===== src/rtl/camera_init_ctrl.sv =====
// camera_init_ctrl: OV-series sensor bring-up controller.
// Generates the free-running XCLK, sequences the sensor reset pin, then walks an
// external register table and issues one 3-phase SCCB write per entry. The table
// may also hold delay entries (addr 8'hF0) and an end marker (16'hFFFF).
module camera_init_ctrl #(
    parameter int         XCLK_DIV   = 4,
    parameter int         SCCB_QTR   = 250,
    parameter logic [7:0] SLAVE_ADDR = 8'h42,
    parameter int         RST_HOLD   = 1000,
    parameter int         RST_WAIT   = 100000,
    parameter int         GAP_CYC    = 1000,
    parameter int         DELAY_UNIT = 10000,
    parameter int         IDX_W      = 8,
    parameter bit         AUTO_START = 1'b1
) (
    input  logic             clk,
    input  logic             reset,
    input  logic             start,
    output logic [IDX_W-1:0] tbl_idx,
    input  logic [15:0]      tbl_data,
    output logic             xclk,
    output logic             cam_rst,
    output logic             sioc,
    output logic             siod,
    output logic             siod_oe,
    output logic             busy,
    output logic             done
);

    localparam int HALF    = XCLK_DIV / 2;
    localparam int XC_W    = (HALF > 1) ? $clog2(HALF) : 1;
    localparam int MAX_A   = (RST_HOLD > RST_WAIT) ? RST_HOLD : RST_WAIT;
    localparam int MAX_B   = (GAP_CYC > DELAY_UNIT) ? GAP_CYC : DELAY_UNIT;
    localparam int MAX_C   = (MAX_A > MAX_B) ? MAX_A : MAX_B;
    localparam int CNT_MAX = (MAX_C > SCCB_QTR) ? MAX_C : SCCB_QTR;
    localparam int CNT_W   = $clog2(CNT_MAX + 1);

    localparam logic [XC_W-1:0]  XC_LAST   = XC_W'(HALF - 1);
    localparam logic [CNT_W-1:0] HOLD_LAST = CNT_W'(RST_HOLD - 1);
    localparam logic [CNT_W-1:0] WAIT_LAST = CNT_W'(RST_WAIT - 1);
    localparam logic [CNT_W-1:0] QTR_LAST  = CNT_W'(SCCB_QTR - 1);
    localparam logic [CNT_W-1:0] GAP_LAST  = CNT_W'(GAP_CYC - 1);
    localparam logic [CNT_W-1:0] UNIT_LAST = CNT_W'(DELAY_UNIT - 1);

    typedef enum logic [3:0] {
        ST_IDLE, ST_RST_LO, ST_RST_WT, ST_FETCH, ST_START,
        ST_BITS, ST_STOP, ST_GAP, ST_DLY, ST_DONE
    } state_t;

    state_t           state;
    logic [XC_W-1:0]  xclk_cnt;
    logic [CNT_W-1:0] cnt;        // cycles within the current phase / quarter
    logic             fetch_ph;   // 0: address cycle, 1: data-sample cycle
    logic [1:0]       qtr;        // quarter within START/bit/STOP
    logic [4:0]       bit_cnt;    // 0..26 across the three 9-bit phases
    logic [26:0]      frame;      // remaining bits, next bit in [26]
    logic [7:0]       dly_units;  // remaining DELAY_UNIT blocks

    logic at_last;  // current entry is the final table slot
    logic nxt_dc;   // bit after the current one is a don't-care bit
    assign at_last = (tbl_idx == {IDX_W{1'b1}});
    assign nxt_dc  = (bit_cnt == 5'd7) || (bit_cnt == 5'd16) || (bit_cnt == 5'd25);

    // Free-running XCLK divider, independent of the sequencer.
    always_ff @(posedge clk) begin
        if (reset) begin
            xclk_cnt <= '0;
            xclk     <= 1'b0;
        end else if (xclk_cnt == XC_LAST) begin
            xclk_cnt <= '0;
            xclk     <= ~xclk;
        end else begin
            xclk_cnt <= xclk_cnt + 1'b1;
        end
    end

    // Bring-up sequencer with registered bus, reset-pin and status outputs.
    // NOTE: non-blocking assignments throughout, so every branch reads pre-edge state.
    always_ff @(posedge clk) begin
        if (reset) begin
            state     <= AUTO_START ? ST_RST_LO : ST_IDLE;
            cnt       <= '0;
            fetch_ph  <= 1'b0;
            qtr       <= 2'd0;
            bit_cnt   <= 5'd0;
            frame     <= '0;
            dly_units <= 8'd0;
            tbl_idx   <= '0;
            cam_rst   <= 1'b0;
            sioc      <= 1'b1;
            siod      <= 1'b1;
            siod_oe   <= 1'b1;
            busy      <= AUTO_START;
            done      <= 1'b0;
        end else begin
            case (state)
                ST_IDLE, ST_DONE: begin
                    if (start) begin
                        state   <= ST_RST_LO;
                        cnt     <= '0;
                        tbl_idx <= '0;
                        cam_rst <= 1'b0;
                        busy    <= 1'b1;
                        done    <= 1'b0;
                    end
                end
                ST_RST_LO: begin
                    if (cnt == HOLD_LAST) begin
                        cnt     <= '0;
                        cam_rst <= 1'b1;
                        state   <= ST_RST_WT;
                    end else cnt <= cnt + 1'b1;
                end
                ST_RST_WT: begin
                    if (cnt == WAIT_LAST) begin
                        cnt      <= '0;
                        fetch_ph <= 1'b0;
                        state    <= ST_FETCH;
                    end else cnt <= cnt + 1'b1;
                end
                ST_FETCH: begin
                    if (!fetch_ph) begin
                        fetch_ph <= 1'b1;
                    end else begin
                        fetch_ph <= 1'b0;
                        cnt      <= '0;
                        if (tbl_data == 16'hFFFF) begin
                            state <= ST_DONE;
                            busy  <= 1'b0;
                            done  <= 1'b1;
                        end else if (tbl_data[15:8] == 8'hF0) begin
                            if (tbl_data[7:0] == 8'd0) begin
                                // Zero-length delay: move straight on.
                                state   <= at_last ? ST_DONE : ST_FETCH;
                                tbl_idx <= at_last ? tbl_idx : tbl_idx + 1'b1;
                                busy    <= ~at_last;
                                done    <= at_last;
                            end else begin
                                dly_units <= tbl_data[7:0];
                                state     <= ST_DLY;
                            end
                        end else begin
                            frame   <= {SLAVE_ADDR, 1'b1, tbl_data[15:8], 1'b1, tbl_data[7:0], 1'b1};
                            qtr     <= 2'd0;
                            sioc    <= 1'b1;
                            siod    <= 1'b0;
                            siod_oe <= 1'b1;
                            state   <= ST_START;
                        end
                    end
                end
                ST_START: begin
                    if (cnt == QTR_LAST) begin
                        cnt <= '0;
                        if (qtr == 2'd0) begin
                            qtr  <= 2'd1;
                            sioc <= 1'b0;
                        end else begin
                            qtr     <= 2'd0;
                            bit_cnt <= 5'd0;
                            siod    <= frame[26];
                            siod_oe <= 1'b1;
                            frame   <= {frame[25:0], 1'b0};
                            state   <= ST_BITS;
                        end
                    end else cnt <= cnt + 1'b1;
                end
                ST_BITS: begin
                    if (cnt == QTR_LAST) begin
                        cnt <= '0;
                        qtr <= qtr + 1'b1;
                        case (qtr)
                            2'd0: sioc <= 1'b1;
                            2'd2: sioc <= 1'b0;
                            2'd3: begin
                                if (bit_cnt == 5'd26) begin
                                    qtr     <= 2'd0;
                                    siod    <= 1'b0;
                                    siod_oe <= 1'b1;
                                    state   <= ST_STOP;
                                end else begin
                                    // siod only moves at the start of Q0.
                                    bit_cnt <= bit_cnt + 1'b1;
                                    siod    <= frame[26];
                                    siod_oe <= ~nxt_dc;
                                    frame   <= {frame[25:0], 1'b0};
                                end
                            end
                            default: ;
                        endcase
                    end else cnt <= cnt + 1'b1;
                end
                ST_STOP: begin
                    if (cnt == QTR_LAST) begin
                        cnt <= '0;
                        qtr <= qtr + 1'b1;
                        if (qtr == 2'd0) sioc <= 1'b1;
                        else if (qtr == 2'd1) siod <= 1'b1;
                        else state <= ST_GAP;
                    end else cnt <= cnt + 1'b1;
                end
                ST_GAP: begin
                    if (cnt == GAP_LAST) begin
                        cnt     <= '0;
                        state   <= at_last ? ST_DONE : ST_FETCH;
                        tbl_idx <= at_last ? tbl_idx : tbl_idx + 1'b1;
                        busy    <= ~at_last;
                        done    <= at_last;
                    end else cnt <= cnt + 1'b1;
                end
                ST_DLY: begin
                    if (cnt == UNIT_LAST) begin
                        cnt <= '0;
                        if (dly_units == 8'd1) begin
                            state   <= at_last ? ST_DONE : ST_FETCH;
                            tbl_idx <= at_last ? tbl_idx : tbl_idx + 1'b1;
                            busy    <= ~at_last;
                            done    <= at_last;
                        end else dly_units <= dly_units - 1'b1;
                    end else cnt <= cnt + 1'b1;
                end
                default: state <= ST_IDLE;
            endcase
        end
    end

endmodule


===== config.mk =====
export PLATFORM = sky130hd
export DESIGN_NAME = camera_init_ctrl
export DESIGN_NICKNAME = d
export VERILOG_FILES = /design/src/rtl/camera_init_ctrl.sv
export SDC_FILE = /design/constraint.sdc
export NUM_CORES = 1
export LEC_CHECK = 0
export BUFFER_PORTS_ARGS = -buffer_cell sky130_fd_sc_hd__buf_2
export CAP_MARGIN = 25
export CORE_MARGIN = 8
export CORE_UTILIZATION = 45
export CTS_CLUSTER_DIAMETER = 150
export DETAILED_ROUTE_END_ITERATION = 10
export GPL_ROUTABILITY_DRIVEN = 0
export PLACE_DENSITY = 0.73
export SETUP_SLACK_MARGIN = 0.2
export SLEW_MARGIN = 5
export SYNTH_ARGS = -nofsm -noshare
export SYNTH_HDL_FRONTEND = slang
export SYNTH_SLANG_ARGS = --single-unit

===== constraint.sdc =====
create_clock -name clk -period 4.6 [get_ports clk]
set_input_delay 0.69 -clock clk [delete_from_list [all_inputs] [get_ports clk]]
set_output_delay 0.69 -clock clk [all_outputs]
set_load 0.02 [all_outputs]

After elaboration in Yosys (flattened, before gate mapping)
Cells that the tools add are included.

storage, ports and cells
  bits in registers = 80
  logic and storage cells = 227

operators by class
  $add $sub $neg = 6
  eq/ne operators = 52
  muxes and demuxes = 120
  bitwise gates (word level) = 3
  reductions and logical operators = 30

operators by type and width
  kind                                                                count
  27-bit 2-to-1 mux                                                   8
  8-bit 2-to-1 mux                                                    15
  17-bit 2-to-1 mux                                                   6
  17-bit one-hot mux with 6 select lines                              1
  27-bit one-hot mux with 3 select lines                              1
  4-bit 2-to-1 mux                                                    19
  2-bit != test (second input constant)                               24
  1-bit 2-to-1 mux                                                    44
  4-bit one-hot mux with 9 select lines                               1
  8-bit one-hot mux with 4 select lines                               1
  5-bit 2-to-1 mux                                                    5
  9-bit AND reduction                                                 2
  17-bit by 1-bit adder with 17-bit output (second input constant)    1
  17-bit by 10-bit == test with 1-bit output (second input constant)  1
  17-bit by 14-bit == test with 1-bit output (second input constant)  1
  17-bit == test (second input constant)                              1
  17-bit by 8-bit == test with 1-bit output (second input constant)   1
  16-bit == test (second input constant)                              1
  4-bit by 3-bit == test with 1-bit output (second input constant)    4
  8-bit == test (second input constant)                               2
  2-bit 2-to-1 mux                                                    8
  1-bit one-hot mux with 4 select lines                               4
  8-bit one-hot mux with 2 select lines                               1
  8-bit AND reduction                                                 2
  38 further kinds                                                    57

Logic depth before layout (Yosys ltp)
Gate-level depths: netlist of run 1.

  word-level depth = 8
  depth in mapped cells = 10
  mapped depth without buffers = 8

Worst setup path before layout of run 1
OpenSTA, ideal clock, no wires.

  path type = input to register
  start point = input port tbl_data[4]
  end point = register tbl_idx[7]
  library setup time = 0.117 ns
  arrival = 2.365 ns
  setup slack = 2.118 ns
  stages = 6
  path buffers = 0
  cells stage by stage = or4_1 nor4_2 o22ai_1 nor2_2 nand3_1 a32o_1

between the ends
  longest elaborated chain between the ends = 3
  elaborated cells on any way between the ends = 5

RTL lines
  what                                               RTL line  source
  from (decl)                                        20        input logic [15:0] tbl_data,
  16-bit == test or 8-bit zero test (tied branches)  127, 132
  2-bit != test (no line)                            n/a
  9-bit AND reduction (no line) *                    n/a
  to (signal assigned)                               135       tbl_idx <= at_last ? tbl_idx : tbl_idx + 1'b1;
  to (signal assigned)                               206       tbl_idx <= at_last ? tbl_idx : tbl_idx + 1'b1;
  to (signal assigned)                               216       tbl_idx <= at_last ? tbl_idx : tbl_idx + 1'b1;
  to (decl)                                          19        output logic [IDX_W-1:0] tbl_idx,

Every way passes the cells marked *; elsewhere a longest branch is shown, timed or not.
A chain may end at the register's enable or synchronous reset.

Worst setup path after layout of run 1
  start point = register state[0]
  end point = register cnt[13]

between the ends
  longest elaborated chain between the ends = 4
  elaborated cells on any way between the ends = 18

RTL lines
  what                                                                    RTL line  source
  from (decl)                                                             50        state_t state;
  from (signal assigned)                                                  81        state <= AUTO_START ? ST_RST_LO : ST_IDLE;
  from (signal assigned)                                                  134       state <= at_last ? ST_DONE : ST_FETCH;
  from (signal assigned)                                                  205       state <= at_last ? ST_DONE : ST_FETCH;
  4-bit by 3-bit == test with 1-bit output, or another cell as far along  96        case (state)
  3-bit OR reduction (no line), or another cell as far along              n/a
  6-bit nonzero test (no line) or 2-bit != test (tied branches)           n/a
  3-bit AND reduction (no line)                                           n/a
  to (signal assigned)                                                    112       end else cnt <= cnt + 1'b1;
  to (signal assigned)                                                    119       end else cnt <= cnt + 1'b1;
  to (signal assigned)                                                    166       end else cnt <= cnt + 1'b1;
  to (decl)                                                               52        logic [CNT_W-1:0] cnt;

Parallel ways exist; a longest one is shown, timed or not.

==> results of run 1 <==
## layout by cell type, fill, tap and decap left out, types with 9 or more instances in the layout
cell type	count
and3_1	11
a31oi_1	9
or2_2	9
nand2_1	65
clkbuf_8	10
nand3_1	20
ha_1	13
nor2b_1	11
a311oi_1	19
nand4_1	12
buf_2	33
nor2_1	64
nor3_1	17
xor2_1	9
a21oi_1	40
inv_1	13
o21ai_0	20
dfxtp_1	80
## flip-flops by register name, indices dropped and copies added, names as in the netlist, 2 cells and up
name / count
frame: 27
state: 4
qtr: 2
tbl_idx: 8
cnt: 17
dly_units: 8
bit_cnt: 5
## report_power, final
| part | internal, W | total [W] | switching (W) | leakage, nW |
|---|---|---|---|---|
| Sequential | 0.000696 | 0.000699 | 0.00000360 | 0.645 |
| Combinational | 0.0000162 | 0.0000476 | 0.0000314 | 1.02 |
| Clock | 0.000220 | 0.000509 | 0.000289 | 0.0992 |
| Total | 0.000932 | 0.00126 | 0.000324 | 1.76 |
## cells by family (layout without fill, tap and decap cells)
group           after synthesis  in the layout  synth area share, %
compound gates              145            145                 22.3
xor+xnor                     14             14                 2.73
fa+ha+maj                    13             13                 3.62
simple gates                263            263                 30.8
flops                        80             80                 35.7
buf+inv                      48             67                 4.23
mux                           3              3                0.696
## worst max-delay path by stage
| stage | startpoint | to | cells after the start |
|---|---|---|---|
| after floorplan | tbl_data[4] | tbl_idx[7]$_SDFFE_PP0P_ | 6 |
| after global placement | tbl_data[15] | frame[18]$_SDFFE_PP0P_ | 6 |
| after detailed placement | state[1]$_SDFFE_PP0P_ | frame[4]$_SDFFE_PP0P_ | 6 |
| after CTS | state[1]$_SDFFE_PP0P_ | frame[4]$_SDFFE_PP0P_ | 6 |
| after global routing | state[0]$_SDFFE_PP1P_ | cnt[13]$_SDFFE_PP0P_ | 6 |
| final | state[0]$_SDFFE_PP1P_ | cnt[13]$_SDFFE_PP0P_ | 6 |
## Yosys cell counts, types with 5 or more instances
| master | count | share of area, % |
|---|---|---|
| a21oi_1 | 40 | 4.5 |
| a22oi_1 | 7 | 1.2 |
| a311oi_1 | 19 | 3.7 |
| a31oi_1 | 9 | 1.3 |
| and2_1 | 6 | 0.84 |
| and3_1 | 11 | 1.5 |
| buf_2 | 8 | 0.89 |
| clkbuf_1 | 23 | 1.9 |
| dfxtp_1 | 80 | 36 |
| ha_1 | 13 | 3.6 |
| inv_1 | 13 | 1.1 |
| nand2_1 | 65 | 5.4 |
| nand2b_1 | 5 | 0.70 |
| nand3_1 | 20 | 2.2 |
| nand4_1 | 12 | 1.7 |
| nor2_1 | 64 | 5.3 |
| nor2b_1 | 11 | 1.5 |
| nor3_1 | 17 | 1.9 |
| nor3b_1 | 8 | 1.3 |
| o211ai_1 | 5 | 0.84 |
| o21ai_0 | 20 | 2.2 |
| o221a_2 | 5 | 1.3 |
| o22ai_1 | 5 | 0.70 |
| or2_2 | 9 | 1.3 |
| or4_1 | 6 | 1.0 |
| xnor2_1 | 5 | 0.97 |
| xor2_1 | 9 | 1.8 |
## layer usage
| metal | track usage, % | up-vias | part of all wire [%] | routed length [um] |
|---|---|---|---|---|
| met2 | 26.1 | 123 | 47 | 5130 |
| met3 | 3.44 | 17 | 5.1 | 555 |
| li1 | - | 2098 | - | - |
| met4 | 6.22 | 0 | 1.4 | 151 |
| met5 | 0 | - | 0 | 0 |
| met1 | 21.7 | 2011 | 47 | 5110 |
## stage by stage
| step | cell area [um^2] | total power, W | utilization, % | setup slack, ns |
|---|---|---|---|---|
| 6_report | 4930 | 0.00126 | 50.7 | 1.48 |
| 5_1_grt | 4930 | 0.00130 | 50.7 | 1.21 |
| 4_1_cts | 4900 | 0.00127 | 50.4 | 1.44 |
| 3_5_place_dp | 4710 | 0.000763 | 48.5 | 1.42 |
| 3_3_place_gp | 4710 | 0.000762 | 48.5 | 1.61 |
| 2_1_floorplan | 4490 | 0.000742 | - | 2.12 |
## final cells by class
type / instances / area (um^2) / share of cell area (%)
Clock inverter: 6 / 51.3 / 1.04
Inverter: 14 / 52.6 / 1.07
Tap cell: 133 / 166 / 3.37
Timing Repair Buffer: 37 / 215 / 4.36
Sequential cell: 80 / 1600 / 32.5
Multi-Input combinational cell: 438 / 2710 / 54.9
Clock buffer: 10 / 138 / 2.79
==> qor.csv, run 1 <==
metric,value,unit
syn_area,0.00449,mm^2
postCtsSetupRepairBufs,0,
ys_ff_latch,80,
dr.pass1.iters,5,
crit_path_end_kind,flip-flop,
maxSlewViolCount,0,
cpMaxStageDelayCell,o31ai_2,
worstSetupStartpointType,flip-flop,
overflow,0,
tritoncts,yes,
relSlewSlack,29.1,%
ff2ff_path_depth,6,
root_buffer,clkbuf_8,
placed_cells,701,
syn_to_final_growth,9.78,%
final_cells,718,
cp_top_family,compound AO/OA/AOI/OAI gates,
crit-reg2reg-launch,state[0]$_SDFFE_PP1P_,
clkSlewWorstSetupHoldPaths,0.09,ns
vias_per_cell,5.92,
grt_pass1_wl,18300,um
ctsHoldBuffers,0,
cts_buffers,9,
synth_cell_type_count,66,
synth-seq-area-share,35.7,%
powerDensity,255,mW/mm^2
row_count,36,
fin_setup_tns,0,ns
cts_max_level,3,
wirelength,10900,um
dieArea,0.0134,mm^2
num_antenna_cells,0,
drt-wirelength-per-cell,15.2,um
placement.io_buffers,33,
fmax,320,MHz
start_util,46.2,%
clock-sinks,80,
cts_resized,0,
ys.flop_type,dfxtp_1,
arrival,3.33,ns
synth_edf_count,0,
avgSynthCellArea,7.94,um^2
drive_gt1_share,14.0,%
synth_nets,598,
n_fill_cell,965,
r2r_slack,1.48,ns
finalCriticalPeriod,3.12,ns
hold-worst-slack,0.441,ns
worstPathRequired,4.81,ns
hold_class,flip-flop to flip-flop,
die_y,116,um
finalHoldViolCount,0,
synth_warnings,0,
grtUsageTotal,16.6,%
worstSkewPairLatency,0.36,ns
ioPinCount,34,
outcome,finished clean,
clock_skew,0.0172,ns
drc,0,
clock_path_buffers,2,
core,0.00973,mm^2
syn_inst,566,
synthArstFlopShare,0,%
hpwlAfterDp,7520,um
p_leak,1.76,nW
grt_max_degree,65,
hp-start,xclk_cnt$_SDFF_PP0_,
postRouteAntennaNets,0,
critPathMaxFanout,19,
cp_num_buf_inv,1,
hold_depth,1,
die_x,116,um
irDropWorstVdd,0.000180,V
min_period_over_period,67.8,%
path_cells,inv_1 > nand3_1 > a21o_1 > o21ai_0 > o31ai_2 > nor2_1,
dr_total_vias,4249,
worstSetupPathType,flip-flop to flip-flop,
min_to,xclk_cnt$_SDFF_PP0_,
tightestPinTransition,1.06,ns
antenna_found_initial,0,
rsz0062_at_grt,no,
max-cap-violations,0,
critPathMaxStageDelay,0.82,ns
drt_iter0_markers,438,
reg2reg_to,cnt[13]$_SDFFE_PP0P_,
nets,612,
grt_pass1_vias,3864,
setup_viol,0,
(Power assumes the default switching activity.)
==> run 2: changes to the inputs <==
==> constraint.sdc (replaced) <==
create_clock -name clk -period 3 [get_ports clk]
set_input_delay 0.45 -clock clk [delete_from_list [all_inputs] [get_ports clk]]
set_output_delay 0.45 -clock clk [all_outputs]
set_load 0.02 [all_outputs]
==> run 2 against run 1 <==
  * Total power grew 59%
  * Critical endpoint is now frame[3]$_SDFFE_PP0P_
  * Core utilization grew 0.84 points
  * Wire length up 0.48%
  * Highest routed layer unchanged
  * Setup slack got worse by 1.0 ns
  * Combinational power rose by 54%
==> qor.csv, run 2 (synthesized netlist as in run 1, its figures left out) <==
metric,value,unit,change
drc,0,,unchanged
fmax,391,MHz,was 320 MHz
antenna_found_initial,0,,unchanged
path_cells,buf_4 > and4bb_2 > nand2_1 > nor3_1 > o21a_1 > buf_4 > nor2_1 > a311oi_1,,was inv_1 > nand3_1 > a21o_1 > o21ai_0 > o31ai_2 > nor2_1
clock-sinks,80,,unchanged
postRouteAntennaNets,0,,unchanged
critPathMaxStageDelay,0.58,ns,was 0.82 ns
num_antenna_cells,0,,unchanged
worstSkewPairLatency,0.37,ns,was 0.36 ns
tritoncts,yes,,unchanged
arrival,2.83,ns,was 3.33 ns
wirelength,11000,um,"was 10,900 um"
root_buffer,clkbuf_8,,unchanged
hold_class,input port to flip-flop,,was flip-flop to flip-flop
irDropWorstVdd,0.000283,V,was 0.000180 V
grtUsageTotal,17.0,%,was 16.6%
final_cells,729,,was 718
top_usage_layer,met2,,unchanged
ctsHoldBuffers,0,,unchanged
crit_path_frequent_cell,buf_4,,
placement.io_buffers,33,,unchanged
vias_per_cell,5.80,,was 5.92
seqCellArea,0.00160,mm^2,unchanged
mostFrequentLayoutCells,"dfxtp_1 (80), nand2_1 (65), nor2_1 (64)",,unchanged
crit_path_end_kind,flip-flop,,unchanged
critPathMaxFanout,37,,was 19
ioPinCount,34,,unchanged
final_common_cell,dfxtp_1,,unchanged
fin_util,51.5,%,was 50.7%
grtUsageMet2,27.2,%,was 26.1%
row_count,36,,unchanged
clock_skew,0.0144,ns,was 0.0172 ns
cp_top_family,simple AND/OR/NAND/NOR gates,,was compound AO/OA/AOI/OAI gates
drt_iter0_markers,444,,was 438
fin_setup_tns,0,ns,unchanged
p_leak,1.81,nW,was 1.76 nW
postCtsSetupRepairBufs,0,,unchanged
r2r_slack,0.44,ns,was 1.48 ns
design_area,0.00501,mm^2,was 0.00493 mm^2
min_period_over_period,85.3,%,was 67.8%
setup_viol,0,,unchanged
cts_buffers,9,,unchanged
multiInputGateArea,0.00271,mm^2,unchanged
clock_path_buffers,2,,unchanged
overflow,0,,unchanged
hpwlAfterDp,7700,um,was 7520 um
relSlewSlack,53.5,%,was 29.1%
finalCriticalPeriod,2.56,ns,was 3.12 ns
powerDensity,399,mW/mm^2,was 255 mW/mm^2
die_x,116,um,unchanged
finalHoldViolCount,0,,unchanged
setup_ws,0.440,ns,was 1.48 ns
dp_slack,0.336,ns,was 1.42 ns
drive_gt1_share,15.6,%,was 14.0%
tightestPinTransition,0.698,ns,was 1.06 ns
syn_to_final_growth,11.6,%,was 9.78%
placed_area,0.00480,mm^2,was 0.00471 mm^2
grtUsageMet3,3.49,%,was 3.44%
maxSlewViolCount,0,,unchanged
drt-wirelength-per-cell,15.1,um,was 15.2 um
grt_pass1_vias,4014,,"was 3,864"
grt_pass1_wl,18900,um,"was 18,300 um"
grt_max_degree,65,,unchanged
placed_cells,713,,was 701
dr_total_vias,4229,,"was 4,249"
largest_reg_flops,27,,unchanged
max-cap-violations,0,,unchanged
cpMaxStageDelayCell,nor3_1,,was o31ai_2
worstPathRequired,3.27,ns,was 4.81 ns
regMostFlops,frame,,unchanged
start_util,46.2,%,unchanged
cp_num_buf_inv,2,,was 1
outcome,finished clean,,unchanged
core,0.00973,mm^2,unchanged
use_met1,22.4,%,was 21.7%
worstSetupStartpointType,flip-flop,,unchanged
die_y,116,um,unchanged
rsz0062_at_grt,no,,unchanged
worstSetupPathType,flip-flop to flip-flop,,unchanged
clkSlewWorstSetupHoldPaths,0.09,ns,about the same
nets,623,,was 612
dr.pass1.iters,5,,unchanged
n_fill_cell,950,,was 965
top_regs,"frame (27), cnt (17)",,unchanged
dieArea,0.0134,mm^2,unchanged
cts_resized,0,,unchanged
cts_max_level,3,,unchanged
## run 2: per-layer routing
layer  wire (um)  part of all wire (%)
met5           0                     0
met4         134                   1.2
met3         530                   4.8
met2        5030                    46
met1        5300                    48
## run 2: tightest hold or removal path, delay by kind of cell
| kind | cells | cell delay (ns) |
|---|---|---|
| AOI/OAI and AO/OA | 1 | 0.08 |
| and+or+nand+nor | 1 | 0.05 |
| buffers and inverters | 1 | 0.10 |
## run 2: worst paths after layout
path                          from                      to  cells past startpoint
max          state[3]$_SDFFE_PP0P_   frame[3]$_SDFFE_PP0P_                      8
min                   tbl_data[14]  frame[16]$_SDFFE_PP0P_                      3
max reg2reg  state[3]$_SDFFE_PP0P_   frame[3]$_SDFFE_PP0P_                      8
min reg2reg    xclk_cnt$_SDFF_PP0_     xclk_cnt$_SDFF_PP0_                      1
## run 2: area by class of cell
cell class / instances / area share (%)
clock buffer: 9 / 2.47
clock inverter: 7 / 1.67
inverter: 14 / 1.05
multi-input combinational: 438 / 54.0
sequential: 80 / 32.0
tap: 133 / 3.32
timing repair buffer: 48 / 5.54
## run 2: stage by stage
stage	power (W)	hold slack, ns
final	0.00200	0.360
after global routing	0.00207	0.352
after detailed placement	0.00117	0.428
after global placement	0.00117	0.421
after floorplan	0.00114	0.413
after CTS	0.00202	0.340
## run 2: power breakdown
part           switching [W]  leakage [nW]  internal (W)
clock               0.000451         0.103      0.000402
sequential        0.00000559         0.645       0.00107
combinational      0.0000476          1.07     0.0000258
==> run 3: changes to the inputs <==
--- a/config.mk
+++ b/config.mk
@@ -5,6 +5,7 @@
 export SDC_FILE = /design/constraint.sdc
 export NUM_CORES = 1
 export LEC_CHECK = 0
+export ABC_AREA = 1
 export BUFFER_PORTS_ARGS = -buffer_cell sky130_fd_sc_hd__buf_2
 export CAP_MARGIN = 25
 export CORE_MARGIN = 8
@@ -12,7 +13,7 @@
 export CTS_CLUSTER_DIAMETER = 150
 export DETAILED_ROUTE_END_ITERATION = 10
 export GPL_ROUTABILITY_DRIVEN = 0
-export PLACE_DENSITY = 0.73
+export PLACE_DENSITY = 0.72
 export SETUP_SLACK_MARGIN = 0.2
 export SLEW_MARGIN = 5
 export SYNTH_ARGS = -nofsm -noshare
==> run 3 against run 2 <==
  * Final cell count increased by 31%
  * Critical path type unchanged
  * Largest cell class unchanged
  * Fmax increased by 7.2%
  * Clock power increased by 3.9%
  * Largest power group is now combinational logic
==> qor.csv, run 3 <==
metric,value,unit,change
critPathMaxFanout,13,,was 37
setup_viol,0,,unchanged
die_x,122,um,was 116 um
nets,843,,was 623
synth_nets,818,,was 598
synth_warnings,0,,unchanged
reg2reg_to,cnt[0]$_SDFFE_PP0P_,,was frame[3]$_SDFFE_PP0P_
irDropWorstVdd,0.000482,V,was 0.000283 V
num_antenna_cells,0,,unchanged
grt_max_degree,35,,was 65
start_util,46.2,%,about the same
dieArea,0.0148,mm^2,was 0.0134 mm^2
synth_edf_count,0,,unchanged
clock_skew,0.0161,ns,was 0.0144 ns
finalCriticalPeriod,2.39,ns,was 2.56 ns
worstSetupPathType,flip-flop to flip-flop,,unchanged
crit-reg2reg-launch,state[1]$_SDFFE_PP0P_,,was state[3]$_SDFFE_PP0P_
relSlewSlack,66.7,%,was 53.5%
min_to,frame[13]$_SDFFE_PP0P_,,was frame[16]$_SDFFE_PP0P_
root_buffer,clkbuf_8,,unchanged
synth_area_leaders,"dfxtp_1 (32%), nand2_1 (16%), nor2_1 (10%), nand3_1 (6.5%), inv_1 (5.5%)",,"was dfxtp_1 (36%), nand2_1 (5.4%), nor2_1 (5.3%), a21oi_1 (4.5%), a311oi_1 (3.7%)"
mostFrequentLayoutCells,"nand2_1 (210), nor2_1 (139), dfxtp_1 (80)",,"was dfxtp_1 (80), nand2_1 (65), nor2_1 (64)"
synth.top_cell.area_share,32.0,%,was 35.7%
cp_top_family,simple AND/OR/NAND/NOR gates,,unchanged
final_common_cell,nand2_1,,was dfxtp_1
regMostFlops,frame,,unchanged
yosysMostFrequentCell,nand2_1,,was dfxtp_1
clock_path_buffers,2,,unchanged
hpwlAfterDp,8480,um,was 7700 um
finalHoldViolCount,0,,unchanged
synthArstFlopShare,0,%,unchanged
hp-start,tbl_data[11],,was tbl_data[14]
worstPathRequired,3.30,ns,was 3.27 ns
dr.pass1.iters,8,,was 5
fin_setup_tns,0,ns,unchanged
postCtsSetupRepairBufs,0,,unchanged
arrival,2.68,ns,was 2.83 ns
dr_total_vias,4778,,"was 4,229"
synth_xor_area_share,2.10,%,was 2.73%
hold-worst-slack,0.424,ns,was 0.360 ns
crit_path_end_kind,flip-flop,,unchanged
drive_gt1_share,12.3,%,was 15.6%
drc,0,,unchanged
ctsHoldBuffers,0,,unchanged
min_period_over_period,79.6,%,was 85.3%
critPathMaxStageDelay,0.60,ns,was 0.58 ns
cts_max_level,3,,unchanged
synthAdderAreaFrac,3.25,%,was 3.62%
tightestPinTransition,0.497,ns,was 0.698 ns
syn_inst,786,,was 566
rsz0062_at_grt,no,,unchanged
ioPinCount,34,,unchanged
clock-sinks,80,,unchanged
die_y,122,um,was 116 um
grt_pass1_vias,4346,,"was 4,014"
syn_area,0.00501,mm^2,was 0.00449 mm^2
path_cells,nand2_2 > nor2_4 > nand2_2 > nand2_1 > inv_2 > nand2_4 > inv_4 > nand4_2 > nand2_1 > a21oi_1,,was buf_4 > and4bb_2 > nand2_1 > nor3_1 > o21a_1 > buf_4 > nor2_1 > a311oi_1
fmax,419,MHz,was 391 MHz
cp_num_buf_inv,2,,unchanged
overflow,0,,unchanged
largest_reg_flops,27,,unchanged
synth_common_cells,"nand2_1 (210), nor2_1 (139), dfxtp_1 (80)",,"was dfxtp_1 (80), nand2_1 (65), nor2_1 (64)"
ff2ff_path_depth,10,,was 8
top_regs,"frame (27), cnt (17)",,unchanged
yosysTopAreaCell,dfxtp_1,,unchanged
muxShareOfSynthArea,0,%,was 0.696%
worstSetupStartpointType,flip-flop,,unchanged
drt_iter0_markers,353,,was 444
antenna_found_initial,0,,unchanged
grt_pass1_wl,19700,um,"was 18,900 um"
vias_per_cell,5.00,,was 5.80
avgSynthCellArea,6.38,um^2,was 7.94 um^2
drt-wirelength-per-cell,12.2,um,was 15.1 um
hold_class,input port to flip-flop,,unchanged
syn_to_final_growth,8.44,%,was 11.6%
outcome,finished clean,,unchanged
maxSlewViolCount,0,,unchanged
synth_cell_type_count,42,,was 66
ys.flop_type,dfxtp_1,,unchanged
powerDensity,737,mW/mm^2,was 399 mW/mm^2
worstSkewPairLatency,0.37,ns,about the same
hold_depth,5,,was 3
placement.io_buffers,33,,unchanged
tritoncts,yes,,unchanged
max-cap-violations,0,,unchanged
r2r_slack,0.61,ns,was 0.44 ns
synth_top_family_by_area,simple AND/OR/NAND/NOR gates,,unchanged
ys_ff_latch,80,,unchanged
wirelength,11700,um,"was 11,000 um"
synth-compound-area-share,9.71,%,was 22.3%
clkSlewWorstSetupHoldPaths,0.09,ns,about the same
synthSimpleGateAreaFrac,43.2,%,was 30.8%
grtUsageTotal,16.1,%,was 17.0%
synth-seq-area-share,32.0,%,was 35.7%
p_leak,2.68,nW,was 1.81 nW
row_count,38,,was 36
cpMaxStageDelayCell,dfxtp_1,,was nor3_1
core,0.0108,mm^2,was 0.00973 mm^2
cts_buffers,9,,unchanged
postRouteAntennaNets,0,,unchanged
cts_resized,0,,unchanged
==> run 3: logic make-up (layout without fill, tap and decap cells) <==
kind of cell,count (synthesis),after routing
DFF,80,80
adders and majority gates,13,13
buffers and inverters,111,140
and+or+nand+nor,481,481
AOI/OAI and AO/OA,89,89
xor gates and xnor gates,12,12
==> run 3: area by class of cell <==
| cell class | count | area (um^2) |
|---|---|---|
| Multi-Input combinational cell | 595 | 2920 |
| Timing Repair Buffer | 36 | 188 |
| Tap cell | 140 | 175 |
| Fill cell | 1137 | 5410 |
| Inverter | 89 | 337 |
| Clock buffer | 9 | 124 |
| Sequential cell | 80 | 1600 |
| Clock inverter | 6 | 92.6 |
==> run 3: worst max-delay path by stage <==
stage,startpoint,end,slack (ns),cells past startpoint
3_5_place_dp,state[1]$_SDFFE_PP0P_,cnt[0]$_SDFFE_PP0P_,0.62,10
2_1_floorplan,tbl_idx[0]$_SDFFE_PP0P_,tbl_idx[2]$_SDFFE_PP0P_,1.30,13
4_1_cts,state[1]$_SDFFE_PP0P_,cnt[0]$_SDFFE_PP0P_,0.61,10
5_1_grt,state[1]$_SDFFE_PP0P_,cnt[0]$_SDFFE_PP0P_,0.44,10
6_report,state[1]$_SDFFE_PP0P_,cnt[0]$_SDFFE_PP0P_,0.61,10
3_3_place_gp,state[1]$_SDFFE_PP0P_,cnt[0]$_SDFFE_PP0P_,0.61,10
==> run 3: power by group <==
group	switching [W]	internal (W)	total (W)
logic	0.00118	0.000518	0.00169
clock network	0.000418	0.000468	0.000886
registers	0.000145	0.00128	0.00142
==> run 3: tightest hold or removal path, stage by stage <==
cell	delay, ns
buf_2	0.10
nand2_1	0.05
nand2_1	0.05
nor2_1	0.04
nor2_1	0.08
==> run 3: stage by stage <==
step | power (W) | area (um^2) | cells | setup WS [ns] | util, %
finish | 0.00400 | 5440 | 955 | 0.611 | 50.1
floorplan | 0.00289 | 5010 | 786 | 1.30 | -
global route | 0.00432 | 5440 | 955 | 0.440 | 50.1
global placement | 0.00313 | 5220 | 940 | 0.606 | 48.1
detailed placement | 0.00313 | 5220 | 940 | 0.621 | 48.1
CTS | 0.00403 | 5440 | 955 | 0.614 | 50.1
==> run 3: layer usage <==
layer,vias up,global-route usage [%],routed length [um]
li1,2547,-,-
met2,111,27.7,5500
met1,2104,19.7,5450
met3,16,3.05,524
met5,-,0,0
met4,0,5.78,189
